## src/rtl/pipe_ctrl_pkg.sv

```systemverilog
// Shared definitions for the pipeline stall/flush controller:
// defaults, FSM encoding and stage indices for a vector stall bus.
package pipe_ctrl_pkg;

  localparam int REGADDR_W_DEF  = 5;
  localparam int MULDIV_LAT_DEF = 4;
  localparam int PERF_W_DEF     = 32;

  typedef enum logic {
    RUN    = 1'b0,
    FROZEN = 1'b1
  } ctrl_state_e;

  // Bit positions of the stall bus, PC first.
  localparam int STG_PC    = 0;
  localparam int STG_IFID  = 1;
  localparam int STG_IDEX  = 2;
  localparam int STG_EXMEM = 3;
  localparam int STG_MEMWB = 4;
  localparam int NUM_STG   = 5;

  // Source-operand match against a producing destination register.
  function automatic logic src_hit(input logic use_src,
                                   input logic [31:0] src,
                                   input logic [31:0] dst);
    return use_src && (src == dst);
  endfunction

endpackage

```

## src/rtl/pipe_hazard_ctrl_muldiv.sv

```systemverilog
// Mult/div occupancy tracker: loads on a start, counts down every cycle
// regardless of pipeline stalls.
module muldiv_busy_tracker
  import pipe_ctrl_pkg::*;
#(
  parameter int MULDIV_LAT = MULDIV_LAT_DEF
) (
  input  logic clk,
  input  logic rst_n,
  input  logic start_i,
  input  logic freeze_i,
  output logic busy_o
);

  localparam int CNT_W = $clog2(MULDIV_LAT + 1);
  localparam logic [CNT_W-1:0] LOAD_VAL = CNT_W'(MULDIV_LAT - 1);

  logic [CNT_W-1:0] busy_cnt_q;
  logic [CNT_W-1:0] busy_cnt_d;

  // Next count: a start that is not frozen reloads, even if already busy.
  always_comb begin
    busy_cnt_d = busy_cnt_q;
    if (start_i && !freeze_i) begin
      busy_cnt_d = LOAD_VAL;
    end else if (busy_cnt_q != {CNT_W{1'b0}}) begin
      busy_cnt_d = busy_cnt_q - {{(CNT_W-1){1'b0}}, 1'b1};
    end else begin
      busy_cnt_d = busy_cnt_q;
    end
  end

  // Count register.
  always_ff @(posedge clk or negedge rst_n) begin
    if (!rst_n) begin
      busy_cnt_q <= {CNT_W{1'b0}};
    end else begin
      busy_cnt_q <= busy_cnt_d;
    end
  end

  assign busy_o = (busy_cnt_q != {CNT_W{1'b0}});

endmodule

```

## src/rtl/pipe_hazard_ctrl.sv

```systemverilog
// Central stall/flush generator for the 5-stage pipeline: hazard detection,
// priority mux, freeze FSM and stall-cycle performance counter.
module pipe_hazard_ctrl
  import pipe_ctrl_pkg::*;
#(
  parameter int MULDIV_LAT = MULDIV_LAT_DEF,
  parameter int REGADDR_W  = REGADDR_W_DEF,
  parameter int PERF_W     = PERF_W_DEF
) (
  input  logic                 clk,
  input  logic                 rst_n,
  input  logic [REGADDR_W-1:0] id_rs_i,
  input  logic [REGADDR_W-1:0] id_rt_i,
  input  logic                 id_use_rs_i,
  input  logic                 id_use_rt_i,
  input  logic                 id_hilo_use_i,
  input  logic [REGADDR_W-1:0] ex_rd_i,
  input  logic                 ex_memread_i,
  input  logic                 ex_muldiv_start_i,
  input  logic                 branch_taken_i,
  input  logic                 mem_wait_i,
  output logic                 stall_pc_o,
  output logic                 stall_ifid_o,
  output logic                 stall_idex_o,
  output logic                 stall_exmem_o,
  output logic                 stall_memwb_o,
  output logic                 flush_ifid_o,
  output logic                 bubble_idex_o,
  output logic                 muldiv_busy_o,
  output logic [PERF_W-1:0]    stall_cycles_o
);

  ctrl_state_e        state_q, state_d;
  logic [PERF_W-1:0]  stall_cycles_q, stall_cycles_d;
  logic [NUM_STG-1:0] stall_vec_s;
  logic               flush_s, bubble_s;
  logic               busy_s, load_use_s, hilo_s;

  muldiv_busy_tracker #(.MULDIV_LAT(MULDIV_LAT)) u_muldiv (
    .clk      (clk),
    .rst_n    (rst_n),
    .start_i  (ex_muldiv_start_i),
    .freeze_i (mem_wait_i),
    .busy_o   (busy_s)
  );

  assign load_use_s = ex_memread_i && (ex_rd_i != {REGADDR_W{1'b0}}) &&
                      (src_hit(id_use_rs_i, 32'(id_rs_i), 32'(ex_rd_i)) ||
                       src_hit(id_use_rt_i, 32'(id_rt_i), 32'(ex_rd_i)));
  assign hilo_s     = id_hilo_use_i && (busy_s || ex_muldiv_start_i);

  // Priority mux; a taken branch under a hazard is dropped since it is re-resolved after the stall.
  always_comb begin
    stall_vec_s = {NUM_STG{1'b0}};
    flush_s     = 1'b0;
    bubble_s    = 1'b0;
    if (!rst_n) begin
      stall_vec_s = {NUM_STG{1'b0}};
    end else if (mem_wait_i) begin
      stall_vec_s = {NUM_STG{1'b1}};
    end else if (load_use_s || hilo_s) begin
      stall_vec_s[STG_PC]   = 1'b1;
      stall_vec_s[STG_IFID] = 1'b1;
      bubble_s              = 1'b1;
    end else if (branch_taken_i) begin
      flush_s = 1'b1;
    end else begin
      flush_s = 1'b0;
    end
  end

  // Freeze tracking FSM.
  always_comb begin
    state_d = state_q;
    case (state_q)
      RUN: begin
        if (mem_wait_i) state_d = FROZEN;
        else            state_d = RUN;
      end
      FROZEN: begin
        if (!mem_wait_i) state_d = RUN;
        else             state_d = FROZEN;
      end
      default: state_d = RUN;
    endcase
  end

  // Stall-cycle counter, wraps naturally.
  always_comb begin
    stall_cycles_d = stall_cycles_q;
    if (stall_vec_s[STG_PC]) begin
      stall_cycles_d = stall_cycles_q + {{(PERF_W-1){1'b0}}, 1'b1};
    end else begin
      stall_cycles_d = stall_cycles_q;
    end
  end

  // State and counter registers.
  always_ff @(posedge clk or negedge rst_n) begin
    if (!rst_n) begin
      state_q        <= RUN;
      stall_cycles_q <= {PERF_W{1'b0}};
    end else begin
      state_q        <= state_d;
      stall_cycles_q <= stall_cycles_d;
    end
  end

  assign stall_pc_o     = stall_vec_s[STG_PC];
  assign stall_ifid_o   = stall_vec_s[STG_IFID];
  assign stall_idex_o   = stall_vec_s[STG_IDEX];
  assign stall_exmem_o  = stall_vec_s[STG_EXMEM];
  assign stall_memwb_o  = stall_vec_s[STG_MEMWB];
  assign flush_ifid_o   = flush_s;
  assign bubble_idex_o  = bubble_s;
  assign muldiv_busy_o  = busy_s;
  assign stall_cycles_o = stall_cycles_q;

endmodule

```

## config.mk

```make
export PLATFORM = sky130hd
export DESIGN_NAME = pipe_hazard_ctrl
export DESIGN_NICKNAME = d
export VERILOG_FILES = /design/src/rtl/pipe_ctrl_pkg.sv /design/src/rtl/pipe_hazard_ctrl_muldiv.sv /design/src/rtl/pipe_hazard_ctrl.sv
export SDC_FILE = /design/constraint.sdc
export NUM_CORES = 1
export LEC_CHECK = 0
export ABC_CLOCK_PERIOD_IN_PS = 4300
export BUFFER_PORTS_ARGS = -buffer_cell sky130_fd_sc_hd__buf_4
export CELL_PAD_IN_SITES_DETAIL_PLACEMENT = 1
export CELL_PAD_IN_SITES_GLOBAL_PLACEMENT = 1
export CORE_ASPECT_RATIO = 1.2
export CORE_MARGIN = 3
export CORE_UTILIZATION = 40
export DETAILED_ROUTE_END_ITERATION = 6
export MAX_ROUTING_LAYER = met4
export PLACE_DENSITY = 0.9
export SLEW_MARGIN = 20
export SYNTH_ARGS = -nofsm -noshare
export SYNTH_HDL_FRONTEND = slang
export SYNTH_SLANG_ARGS = --single-unit
```

## constraint.sdc

```tcl
create_clock -name clk -period 4.3 [get_ports clk]
set_clock_uncertainty 0.2 [all_clocks]
set_input_delay 0.86 -clock clk [delete_from_list [all_inputs] [get_ports clk]]
set_output_delay 0.86 -clock clk [all_outputs]
set_load 0.05 [all_outputs]
```

[Word level (Yosys, flattened, before mapping)]
Index checks and enable logic that the tools add are counted.
Storage, ports and cells
  register bits after elaboration: 35
Cells by class
  add/subtract/negate cells: 2
  eq/ne operators: 2
  reduce and logical (&&, ||, !) cells: 13
  multiplexer cells: 13
Operators with widths (number)
  adder 32 x 1 -> 32 bit (second input constant): 1
  == test 5 bit: 2
  2-to-1 mux 3 bit: 3
  2-to-1 mux 1 bit: 7
  logical AND 1 bit: 6
  2-to-1 mux 5 bit: 1
  nonzero test 5 bit: 1
  2-to-1 mux 2 bit: 2
  logical OR 1 bit: 3
  nonzero test 3 bit: 1
  subtractor 3 x 1 -> 3 bit (second input constant): 1
  nonzero test 2 bit: 1
  zero test 1 bit: 1

[Depth between registers and ports, before layout]
  depth in word-level cells: 8
  mapped depth: 9
  mapped depth without buffers: 8

[Cells and area by module]
From an unflattened synthesis, not the netlist that was laid out.
Second synthesis, totals
  cells, all modules: 183
  area total of the unflattened synthesis: 1891.8 µm²
By module, submodules not included
  pipe_hazard_ctrl: instances 1, area each 1724.2 µm², sequential area each 800.8 µm², cells each 166
  muldiv_busy_tracker: instances 1, area each 167.7 µm², sequential area each 75.1 µm², cells each 17

[Worst setup path after synthesis]
No wires, ideal clock.
  kind: input-to-output
  start: input port ex_rd_i[1]
  end: output port bubble_idex_o
  data required time: 3.240 ns
  data arrival time: 2.706 ns
  path buffers: 0
  stages on the path: 5
  path slack: 0.534 ns
  cell sequence: xnor2_1 > nand4_1 > o22ai_1 > a21oi_1 > nor3b_1
On the way
  longest elaborated chain between the ends: 8
  elaborated cells on any way between the ends: 12
  those cells by class: eq/ne (2); mux (3); reduce/logical (7)
Ends and longest elaborated chain
  start, declared: RTL line pipe_hazard_ctrl.sv:17  | input logic [REGADDR_W-1:0] ex_rd_i,
  == test 5 bit: RTL line pipe_ctrl_pkg.sv:26  | return use_src && (src == dst);
  logical AND 1 bit: RTL line pipe_ctrl_pkg.sv:26
  logical OR 1 bit: RTL line pipe_hazard_ctrl.sv:48  | (src_hit(id_use_rs_i, 32'(id_rs_i), 32'(ex_rd_i)) ||
  logical AND 1 bit *: RTL line pipe_hazard_ctrl.sv:47  | assign load_use_s = ex_memread_i && (ex_rd_i != {REGADDR_W{1'b0}}) &&
  logical OR 1 bit *: RTL line pipe_hazard_ctrl.sv:61  | end else if (load_use_s || hilo_s) begin
  2-to-1 mux 1 bit *: RTL line pipe_hazard_ctrl.sv:61
  2-to-1 mux 1 bit *: RTL line pipe_hazard_ctrl.sv:59  | end else if (mem_wait_i) begin
  2-to-1 mux 1 bit *: RTL line pipe_hazard_ctrl.sv:57  | if (!rst_n) begin
  end, declared: RTL line pipe_hazard_ctrl.sv:28  | output logic bubble_idex_o,
Mark *: on every way between the ends. The rest lies on a longest branch, timed or not.

[Worst setup path in the final report]
  start: input port ex_rd_i[1]
  end: output port stall_pc_o
On the way
  longest elaborated chain between the ends: 8
  elaborated cells on any way between the ends: 12
  those cells by class: eq/ne (2); mux (3); reduce/logical (7)
Ends and longest elaborated chain
  == test 5 bit: RTL line pipe_ctrl_pkg.sv:26
  logical AND 1 bit: RTL line pipe_ctrl_pkg.sv:26
  logical OR 1 bit: RTL line pipe_hazard_ctrl.sv:48
  logical AND 1 bit *: RTL line pipe_hazard_ctrl.sv:47
  logical OR 1 bit *: RTL line pipe_hazard_ctrl.sv:61
  2-to-1 mux 2 bit *: RTL line pipe_hazard_ctrl.sv:61
  2-to-1 mux 2 bit *: RTL line pipe_hazard_ctrl.sv:59
  2-to-1 mux 5 bit *: RTL line pipe_hazard_ctrl.sv:57
  end, declared: RTL line pipe_hazard_ctrl.sv:22  | output logic stall_pc_o,
Marks and branches as above.

==> Implementation_results.wiki <==
{| class="wikitable"
! Metric !! Value
|-
| Endpoint of the most critical setup path || stall_pc_o
|-
| Setup repair after global routing missed its margin || false
|-
| Reg2Reg Capture Point || stall_cycles_o[30]$_DFFE_PN0P_
|-
| Path depth of the worst reg2reg path || 6
|-
| Dominant cell by count in the synthesized netlist || sky130_fd_sc_hd__dfrtp_1
|-
| Buffers & Inverters on Critical Path || 4
|-
| Total nets after synthesis || 207
|-
| Layout cells sized above 1 || 32.0%
|-
| Slew margin rel. || 56.1%
|-
| Vias in the first global route || 1,670
|-
| Net count of the finished layout || 273
|-
| Crit path time final || 3.49 ns
|-
| Register-to-register setup slack || 1.86 ns
|-
| Leak pwr || 1.24 nW
|-
| Post-detailed-placement cell area || 0.00242 sq mm
|-
| Number of cells upsized or downsized after cts || 0
|-
| Final GP Congestion || 0.798
|-
| Most used flip-flop cell after synthesis || sky130_fd_sc_hd__dfrtp_1
|-
| Count of pins on the block boundary || 64
|-
| Leading cell types by count after synthesis || 35 x sky130_fd_sc_hd__dfrtp_1, 26 x sky130_fd_sc_hd__xnor2_1, 19 x sky130_fd_sc_hd__nand2_1, 16 x sky130_fd_sc_hd__xor2_1, 13 x sky130_fd_sc_hd__nand4_1
|-
| Cell class contributing the biggest share of worst-path delay || simple AND/OR/NAND/NOR gates
|-
| Synthesized instance count || 180
|-
| Number of port buffers || 63
|-
| Final worst path period share || 81.3%
|-
| Setup bufs post-CTS || 0
|-
| Antenna diode instance count || 0
|-
| Placed wire-length estimate || 3.93 mm
|-
| Data arrival time of the worst path || 2.43 ns
|-
| Register area share after synthesis || 46.0%
|-
| Share of cell area taken by muxes after synthesis || 1.38%
|-
| Seq cells post-synth || 35
|-
| Number of warning messages in the yosys log || 0
|-
| Cell with the biggest individual delay on the critical path || sky130_fd_sc_hd__or4_1
|-
| Simple-gate area share of the yosys netlist || 24.6%
|-
| Starting density of the core || 43.0%
|-
| Stage delay of the slowest cell on the critical path || 0.52 ns
|-
| Post-Syn Area per Cell || 10.6 sq um
|-
| DIE WIDTH || 69.0 um
|-
| Count of vias placed by the detailed router || 1,609
|-
| P per Cell Area || 426 mW/mm^2
|-
| Detailed Route Iter0 Violations || 50
|-
| Overall fraction of global-route tracks in use || 20.5%
|-
| Critical Path Start || ex_rd_i[1]
|-
| Max-cap check violation count || 0
|-
| Drt first pass iters || 4
|-
| Cell count along the critical path || 8
|-
| Area of the core region || 0.00442 sq mm
|-
| Cell type with the largest total area after synthesis || sky130_fd_sc_hd__dfrtp_1
|-
| Crit-path max FO || 3
|-
| WL per Instance || 16.5 um
|-
| Fin. Hold Viols || 0
|-
| Root buffer cell || sky130_fd_sc_hd__clkbuf_8
|-
| Netlist Area Pre-Place || 0.00190 sq mm
|-
| Clock edge transition at the registers on the reported setup and hold paths || 0.07 ns
|-
| Critical Path Source Type || input pin
|-
| Deepest clock path buffer count || 2
|-
| Worst Path Class, Setup || in2out
|-
| Sum of internal, switching and leakage power || 0.00107 W
|-
| Height of the chip || 81.6 um
|-
| CTS tree || built
|-
| Path class of the lowest-slack min-delay path || in2async
|-
| Highest ir drop seen on vdd || 380 uV
|-
| Drt drc || 0
|-
| Total Neg Setup Slack || 0 ns
|-
| Summed area of non-filler cells in the final layout || 0.00250 sq mm
|-
| List of cells traversed by the critical path || buf_4 -> or4_1 -> o21ai_1 -> inv_1 -> a211oi_4 -> nand2b_4 -> inv_1 -> buf_4
|-
| Latest clock arrival within the worst-skew pair || 0.28 ns
|-
| Number of buffers added by the clock tree synthesis step || 5
|-
| Layout overhead on the synthesized area || 31.4%
|-
| Xor/xnor cell area share of the yosys netlist || 19.3%
|-
| Adder and majority cell fraction of the synthesized area || 1.97%
|-
| Final ANT Viol Nets || 0
|-
| Final setup fails || 0
|-
| Site row count || 26
|-
| Die Area || 0.00562 sq mm
|-
| Max Freq || 0.286 GHz
|-
| Distinct cell type count of the synthesized netlist || 38
|-
| Main combinational cell family by area after synthesis || simple AND/OR/NAND/NOR gates
|-
| Initial antenna violation count || 0
|-
| Wire length of the first global-routing pass || 8.45 mm
|-
| Worst endpoint required time || 3.24 ns
|-
| Number of flops mapped to enable cells by yosys || 0
|-
| H-tree lvl count || 2
|-
| CTS Hold Bufs || 0
|-
| Count of pins over their slew limit || 0
|-
| Vias per cell || 5.31
|-
| Top cells by area in the synthesized netlist || sky130_fd_sc_hd__dfrtp_1 46%, sky130_fd_sc_hd__xnor2_1 12%, sky130_fd_sc_hd__xor2_1 7.4%, sky130_fd_sc_hd__nand4_1 4.3%, sky130_fd_sc_hd__nand2_1 3.7%
|-
| Measured slew at the worst slew-check pin || 0.657 ns
|-
| Pin count of the biggest net entering global routing || 25
|-
| Compound-Gate Fraction of Synth Area || 3.48%
|-
| Total global routing overflow || 0
|-
| CTS Sinks || 35
|-
| Source of the worst register-to-register timing path || stall_cycles_o[4]$_DFFE_PN0P_
|-
| Async set-or-reset flop fraction in the synthesized netlist || 100%
|-
| Result of the run || finished clean
|-
| Total length of routed wires || 5.01 mm
|-
| Worst setup EP type || output pin
|-
| Yosys top cell area share || 46.0%
|}
## worst register-to-register path, cell delays in order (launching register included)
cell	delay (ns)
sky130_fd_sc_hd__dfrtp_1	0.46
sky130_fd_sc_hd__nand4_1	0.22
sky130_fd_sc_hd__nor2_1	0.28
sky130_fd_sc_hd__nand4_1	0.24
sky130_fd_sc_hd__nor4_1	0.52
sky130_fd_sc_hd__and4bb_1	0.29
sky130_fd_sc_hd__xor2_1	0.16
## cell type report
| type | count | area [sq um] |
|---|---|---|
| inverters | 5 | 18.8 |
| multi-input cells | 134 | 966 |
| well taps | 56 | 70.1 |
| clock buffers | 7 | 76.3 |
| flip-flops and latches | 35 | 876 |
| clock inverters | 1 | 5.00 |
| repair buffers | 65 | 488 |
| fillers | 527 | 1920 |
## flip-flops by register name (all words and copies together), names as in the netlist
signal	cells
u_muldiv.busy_cnt_q	3
stall_cycles_o	32
## placed cells by master, fill, tap and decap left out, types with 2 or more instances in the layout
cell                       Yosys  final
sky130_fd_sc_hd__nand4_1      13     13
sky130_fd_sc_hd__clkbuf_8      0      5
sky130_fd_sc_hd__clkbuf_1      1      2
sky130_fd_sc_hd__and3_1        2      2
sky130_fd_sc_hd__nand2_1      19     19
sky130_fd_sc_hd__nor3b_1       2      2
sky130_fd_sc_hd__buf_4         3     65
sky130_fd_sc_hd__inv_1         5      5
sky130_fd_sc_hd__nor4_1        5      5
sky130_fd_sc_hd__and2_1        2      2
sky130_fd_sc_hd__nor3_1        6      6
sky130_fd_sc_hd__nand2b_1      2      2
sky130_fd_sc_hd__dfrtp_1      35     35
sky130_fd_sc_hd__xor2_1       16     16
sky130_fd_sc_hd__nand3_1       9      9
sky130_fd_sc_hd__nor4b_1       2      2
sky130_fd_sc_hd__nor2_1        7      7
sky130_fd_sc_hd__ha_1          3      3
sky130_fd_sc_hd__xnor2_1      26     26
sky130_fd_sc_hd__and4_1        3      3
## per-stage QoR
| stage | hold WS, ns | cells | utilization, % | setup slack [ns] |
|---|---|---|---|---|
| 3_5_place_dp | 0.277 | 295 | 54.7 | 0.815 |
| 4_1_cts | 0.270 | 303 | 56.5 | 0.799 |
| 2_1_floorplan | 0.282 | 180 | - | 0.534 |
| 5_1_grt | 0.272 | 303 | 56.5 | 0.716 |
| 6_report | 0.262 | 303 | 56.5 | 0.806 |
| 3_3_place_gp | 0.262 | 295 | 54.7 | 0.865 |
## worst min path at each step
stage                                    endpoint  depth (start not counted)
6_report           stall_cycles_o[18]$_DFFE_PN0P_                          1
5_1_grt            stall_cycles_o[18]$_DFFE_PN0P_                          1
3_3_place_gp       stall_cycles_o[31]$_DFFE_PN0P_                          1
2_1_floorplan  u_muldiv.busy_cnt_q[1]$_DFFE_PN0P_                          2
4_1_cts            stall_cycles_o[18]$_DFFE_PN0P_                          1
3_5_place_dp       stall_cycles_o[31]$_DFFE_PN0P_                          1
## power by group
part	switching, W	total, W	internal [W]
clock network	0.000113	0.000226	0.000114
registers	0.0000589	0.000436	0.000377
logic	0.000259	0.000404	0.000144
## logic make-up (layout without fill, tap and decap cells)
kind of cell,count (synthesis),after routing
and+or+nand+nor,79,79
muxes,2,2
AOI/OAI and AO/OA,8,8
adders and majority gates,3,3
buffers and inverters,11,78
xor gates and xnor gates,42,42
DFF,35,35
## metal layers
metal  global-route usage [%]  up-vias  routed length, um
met5                        -        -                  0
met4                     6.43        0                103
met3                     3.42       10                164
met2                     35.3       37               2750
met1                     24.0      801               1990
li1                         -      761                  -
No activity file was read; power rests on OpenSTA's default activity.
